<file path="src/rtl/bin2bcd_pkg.sv">
// Shared definitions for the serial binary-to-BCD converter: digit width,
// add-3 threshold and FSM state encoding.
package bin2bcd_pkg;

  localparam int DIGIT_W = 4;

  localparam logic [DIGIT_W-1:0] ADD3_THRESH = 4'd5;
  localparam logic [DIGIT_W-1:0] ADD3_VALUE  = 4'd3;

  typedef enum logic [1:0] {
    ST_IDLE  = 2'd0,
    ST_SHIFT = 2'd1,
    ST_DONE  = 2'd2
  } state_t;

endpackage

</file>
<file path="src/rtl/bcd_digit_adj.sv">
// Single BCD digit pre-shift correction: adds 3 when the digit is 5 or more,
// so that the following left shift carries correctly into the next digit.
module bcd_digit_adj
  import bin2bcd_pkg::*;
(
  input  logic [DIGIT_W-1:0] i_digit,
  output logic [DIGIT_W-1:0] o_digit
);

  assign o_digit = (i_digit >= ADD3_THRESH) ? (i_digit + ADD3_VALUE) : i_digit;

endmodule

</file>
<file path="src/rtl/bin2bcd_serial.sv">
// Serial double-dabble binary-to-BCD converter, one input bit per clock, with
// signed mode and overflow flag. Optional leading-zero mask via BIN2BCD_BLANK_EN.
module bin2bcd_serial
  import bin2bcd_pkg::*;
#(
  parameter int WIDTH  = 8,
  parameter int DIGITS = 3
) (
  input  logic                      clk,
  input  logic                      reset,
  input  logic                      start,
  input  logic                      signedin,
  input  logic [WIDTH-1:0]          binin,
  output logic                      busy,
  output logic                      done,
  output logic [DIGIT_W*DIGITS-1:0] bcdout,
  output logic                      negout,
`ifdef BIN2BCD_BLANK_EN
  output logic [DIGITS-1:0]         blankout,
`endif
  output logic                      overflow
);

  localparam int ACC_W = DIGIT_W * DIGITS;
  localparam int CNT_W = (WIDTH > 1) ? $clog2(WIDTH) : 1;
  localparam logic [CNT_W-1:0] LAST_CNT = CNT_W'(WIDTH - 1);
  localparam logic [WIDTH-1:0] ONE = WIDTH'(1);

  state_t             r_state;
  state_t             w_next_state;
  logic [WIDTH-1:0]   r_mag;
  logic [ACC_W-1:0]   r_acc;
  logic               r_sign;
  logic               r_ovf_scratch;
  logic [CNT_W-1:0]   r_count;
  logic [ACC_W-1:0]   r_bcdout;
  logic               r_negout;
  logic               r_overflow;

  logic               w_neg_in;
  logic [WIDTH-1:0]   w_mag_in;
  logic [ACC_W-1:0]   w_adj;
  logic [ACC_W-1:0]   w_acc_shifted;
  logic               w_carry;
  logic               w_last;

  assign w_neg_in = signedin & binin[WIDTH-1];
  assign w_mag_in = w_neg_in ? (~binin + ONE) : binin;

  for (genvar g = 0; g < DIGITS; g++) begin : g_adj
    bcd_digit_adj u_adj (
      .i_digit (r_acc[DIGIT_W*g +: DIGIT_W]),
      .o_digit (w_adj[DIGIT_W*g +: DIGIT_W])
    );
  end

  // The top bit of the corrected accumulator is what falls off on this shift.
  assign w_acc_shifted = {w_adj[ACC_W-2:0], r_mag[WIDTH-1]};
  assign w_carry       = w_adj[ACC_W-1];
  assign w_last        = (r_count == LAST_CNT);

  always_ff @(posedge clk) begin
    if (reset) begin
      r_state <= ST_IDLE;
    end else begin
      r_state <= w_next_state;
    end
  end

  always_comb begin
    w_next_state = r_state;
    busy         = 1'b0;
    done         = 1'b0;
    case (r_state)
      ST_IDLE: begin
        if (start) begin
          w_next_state = ST_SHIFT;
        end
      end
      ST_SHIFT: begin
        busy = 1'b1;
        if (w_last) begin
          w_next_state = ST_DONE;
        end
      end
      ST_DONE: begin
        busy         = 1'b1;
        done         = 1'b1;
        w_next_state = ST_IDLE;
      end
      default: begin
        w_next_state = ST_IDLE;
      end
    endcase
  end

  // Results are captured on the edge that enters DONE so they are already
  // stable for the whole cycle in which done is high.
  always_ff @(posedge clk) begin
    if (reset) begin
      r_mag         <= '0;
      r_acc         <= '0;
      r_sign        <= 1'b0;
      r_ovf_scratch <= 1'b0;
      r_count       <= '0;
      r_bcdout      <= '0;
      r_negout      <= 1'b0;
      r_overflow    <= 1'b0;
    end else begin
      case (r_state)
        ST_IDLE: begin
          if (start) begin
            r_mag         <= w_mag_in;
            r_sign        <= w_neg_in;
            r_acc         <= '0;
            r_ovf_scratch <= 1'b0;
            r_count       <= '0;
          end
        end
        ST_SHIFT: begin
          r_acc         <= w_acc_shifted;
          r_mag         <= r_mag << 1;
          r_ovf_scratch <= r_ovf_scratch | w_carry;
          r_count       <= r_count + 1'b1;
          if (w_last) begin
            r_bcdout   <= w_acc_shifted;
            r_negout   <= r_sign;
            r_overflow <= r_ovf_scratch | w_carry;
          end
        end
        default: begin
        end
      endcase
    end
  end

  assign bcdout   = r_bcdout;
  assign negout   = r_negout;
  assign overflow = r_overflow;

`ifdef BIN2BCD_BLANK_EN
  logic [DIGITS-1:0] w_blank;
  logic [DIGITS-1:0] r_blank;

  // Digit i is blank when it and every digit above it are zero; units never blank.
  assign w_blank[0] = 1'b0;
  for (genvar g = 1; g < DIGITS; g++) begin : g_blank
    assign w_blank[g] = (w_acc_shifted[ACC_W-1:DIGIT_W*g] == '0);
  end

  always_ff @(posedge clk) begin
    if (reset) begin
      r_blank <= '0;
    end else if ((r_state == ST_SHIFT) && w_last) begin
      r_blank <= w_blank;
    end
  end

  assign blankout = r_blank;
`endif

endmodule

</file>
<file path="config.mk">
export PLATFORM = sky130hd
export DESIGN_NAME = bin2bcd_serial
export DESIGN_NICKNAME = d
export VERILOG_FILES = /design/src/rtl/bin2bcd_pkg.sv /design/src/rtl/bcd_digit_adj.sv /design/src/rtl/bin2bcd_serial.sv
export SDC_FILE = /design/constraint.sdc
export NUM_CORES = 1
export LEC_CHECK = 0
export CAP_MARGIN = 15
export CORE_ASPECT_RATIO = 1.1
export CORE_MARGIN = 2
export CORE_UTILIZATION = 40
export DETAILED_ROUTE_END_ITERATION = 16
export DONT_BUFFER_PORTS = 1
export GPL_ROUTABILITY_DRIVEN = 0
export HOLD_SLACK_MARGIN = 0.03
export PLACE_DENSITY = 0.58
export SKIP_CTS_REPAIR_TIMING = 1
export SLEW_MARGIN = 20
export SYNTH_ARGS = -nofsm -noshare
export SYNTH_HDL_FRONTEND = slang
export SYNTH_SLANG_ARGS = --single-unit
</file>
<file path="constraint.sdc">
create_clock -name clk -period 1.9 [get_ports clk]
set_input_delay 0.38 -clock clk [delete_from_list [all_inputs] [get_ports clk]]
set_output_delay 0.38 -clock clk [all_outputs]
set_load 0.01 [all_outputs]
</file>
==> out/metrics.csv <==
stage,metric,value,unit
logic_synthesis,cell taking the most area after synthesis,dfxtp_1,
grt,met3 Resource Use GR,5.955,%
logic_synthesis,number of synthesized flops with an enable pin,0,
power,clock power share,25.5,%
logic_synthesis,Synth Cell Area,2150,um^2
power,PD cells,993.8,nW/um^2
finish,n_diodes,0,
finish,fillers,558,
finish,Multi-input gate area,1199,um^2
floorplanning,Die Y,80.89,um
detailed_routing,Residual DRC,0,
logic_synthesis,synth cell count leaders,"dfxtp_1 (41), nor2_1 (27), nand3b_1 (16), o21ai_1 (16)",
finish,synthesis-to-finish area growth,5.996,%
placed_design,I/O Buffers,0,
grt,total global-route track usage,16.53,%
grt,initial antenna violation count,0,
logic_synthesis,Synth Area in Simple Gates,21.77,%
logic_synthesis,adder-cell share of the synthesized area,8.149,%
logic_synthesis,"FFs w/ async S/R, synth",0,%
clock_network,worst-skew pair later-pin latency,290,ps
clock_network,"CTS clk-pin slew, worst paths",80,ps
worst_setup_path,"Max FO, Critical Path",17,
timing,clock skew,4.793,ps
grt,GR Util met1,20.79,%
job,Max Cap Viol,0,
finish,proportion of layout cells with a drive suffix above 1,7.054,%
detailed_routing,initial drt markers,111,
detailed_routing,First-pass DRT Iterations,4,
timing,RSZ-0062 raised after global routing,no,
clock_network,clock tree buffer depth,2,
detailed_routing,Via density,5.285,
worst_setup_path,critical path arrival,1840,ps
floorplanning,Initial Util,40.63,%
timing,maximum clock frequency,601.4,MHz
detailed_routing,vias,1670,
worst_setup_path,Worst Setup Start Kind,flop,
finish,"Cell Count, Final, Fillers Out",316,
timing,Worst-Margin Slew,314.3,ps
timing,TNS Setup,0,ps
power,Max VDD drop,0.4915,mV
logic_synthesis,area share of xor/xnor cells in the synthesized design,2.852,%
logic_synthesis,Synth area leaders,"dfxtp_1 (38%), ha_1 (8.1%), nand3b_1 (5.6%)",
grt,gr busiest metal,met2,
placed_design,detailed placement HPWL,3.103,mm
grt,total gr overflow,0,
logic_synthesis,top-area cell type share of the netlist area,38.18,%
logic_synthesis,number of synthesized register bits,41,
power,NetSw,748.1,uW
timing,"Hold Vio Cnt, Final",0,
power,Leak Pwr,0.0007888,uW
logic_synthesis,mux share of post-synthesis cell area,4.598,%
floorplanning,core area,5290,um^2
detailed_routing,WL/cell,13.87,um
hold_path,Hold Path Class,input pin to flop,
finish,Post-layout nets,267,
power,part of the power in registers,43.9,%
timing,final hold slack,169.9,ps
clock_network,Clock Tree Root,clkbuf_8,
timing,Final Cycle Share,87.52,%
detailed_routing,final WL,4.383,mm
logic_synthesis,Main synth FF type,dfxtp_1,
power,switching fraction of total power,33.04,%
floorplanning,Cell Rows,28,
worst_setup_path,Critical Setup Path Class,flop to flop,
power,combinational power share,30.6,%
logic_synthesis,synthesized area per cell,8.919,um^2
logic_synthesis,"Seq/Total Area, Yosys",38.18,%
clock_network,CTS Buf Count,5,
clock_network,CTS tree,done,
worst_setup_path,"Req. time, crit path",2080,ps
timing,Finish-stage setup viols,0,
worst_setup_path,Crit. End Element,flop,
grt,met2 Usage GRT,25.89,%
logic_synthesis,most common cell in the synthesized netlist,dfxtp_1,
outcome,status,finished clean,
power,Int Pwr,1516,uW
logic_synthesis,compound-cell area share of the yosys netlist,18.34,%
grt,first-pass GRT wire length,7.507,mm
logic_synthesis,Mapped Cells,241,
timing,relative slew slack,78.85,%
grt,largest net degree at the start of global routing,49,
logic_synthesis,Ys Warns,0,
clock_network,CTS H-Tree Depth,2,
logic_synthesis,"Distinct cells, synth",45,
timing,min Tclk post-route,1663,ps
finish,FF/Latch Area,820.8,um^2
floorplanning,Die ar.,5977,um^2
floorplanning,die width,73.90,um
floorplanning,io pins,28,
timing,Max Transition Viols Final,0,
detailed_routing,antenna-violating nets left,0,
logic_synthesis,"Net Count, Synth",267,
logic_synthesis,largest family of logic cells by synthesized area,simple AND/OR/NAND/NOR gates,
clock_network,clk sink count,41,
placed_design,post-placement cell count,309,
grt,vias in the first global route,1598,
-- power groups by stage --
| stage | sequential (uW) | clock, uW | combinational, uW |
|---|---|---|---|
| finish | 994 | 578 | 692 |
| global route | 1010 | 639 | 783 |
| CTS | 995 | 597 | 699 |
| detailed placement | 1020 | 0 | 696 |
| global placement | 1010 | 0 | 691 |
| floorplan | 1000 | 0 | 596 |
-- per-layer routing --
metal	share of wire [%]	routed length, um	vias to the layer above
li1	-	-	853
met1	46	2033	771
met2	46	2001	41
met3	6.6	290	5
met4	1.3	58	0
met5	0	0	-
-- critical path: stages (launching register included) --
cell and delay [ps]:
dfxtp_1 330, inv_1 110, ha_1 360, mux2i_2 130
buf_4 220, a222oi_1 340, nor2_1 60
-- final timing paths --
path / slack (ps) / cells after the start / startpoint / to
worst max-delay path: 240 / 6 / r_state[1] / r_mag[3]
worst min register to register: 450 / 2 / r_sign / negout
worst min-delay path: 170 / 1 / reset / bcdout[4]
worst max register to register: 240 / 6 / r_state[1] / r_mag[3]
-- placed cells by master (no fill, tap or decap), drive strengths merged --
cell      n
o31ai     1
nand3b   16
a21oi    14
a311oi    1
nor3b     6
a2bb2oi   1
mux2i     5
o41ai     1
nand2b    6
o2bb2ai   1
buf       4
inv      13
or2       1
nand3     2
nor2b     2
a211oi    3
nor4      1
nor2     28
dfxtp    41
nand2    13
a21boi    1
o311ai    1
a22oi     6
o21ai    19
a31o      3
mux2      4
a221oi    1
a32oi     2
o221ai    1
and2      5
nor3      8
ha       14
o22ai     1
xnor2     6
clkbuf    7
xor2      1
a222oi    1
-- metrics by stage --
stage	util [%]	instance area [um^2]	power (uW)	worst slack [ps]
floorplan	-	2150	1598	442.1
global route	43.07	2278	2426	106.5
CTS	43.05	2277	2290	133.8
global placement	41.41	2191	1705	265.8
detailed placement	41.41	2191	1711	156.4
finish	43.07	2278	2264	237.1
-- area by class of cell --
class,count,share of cell area (%)
clock buffers,7,3.789
flip-flops and latches,41,36.02
repair buffers,4,1.318
multi-input cells,176,52.61
inverters,13,2.142
well taps,75,4.119
-- logic make-up (layout without fill, tap and decap cells) --
family / count (synthesis) / count (layout)
simple gates: 88 / 88
compound gates: 58 / 58
flops: 41 / 41
buf+inv: 24 / 24
fa+ha+maj: 14 / 14
mux: 9 / 9
xor+xnor: 7 / 7
-- state kept, by name, indices dropped and copies added, names as in the netlist --
signal / count
r_acc: 12
bcdout: 12
r_sign: 1
r_mag: 8
r_ovf_scratch: 1
r_count: 3
overflow: 1
r_state: 2
negout: 1
Note: power is estimated with default switching activity, not from simulation.
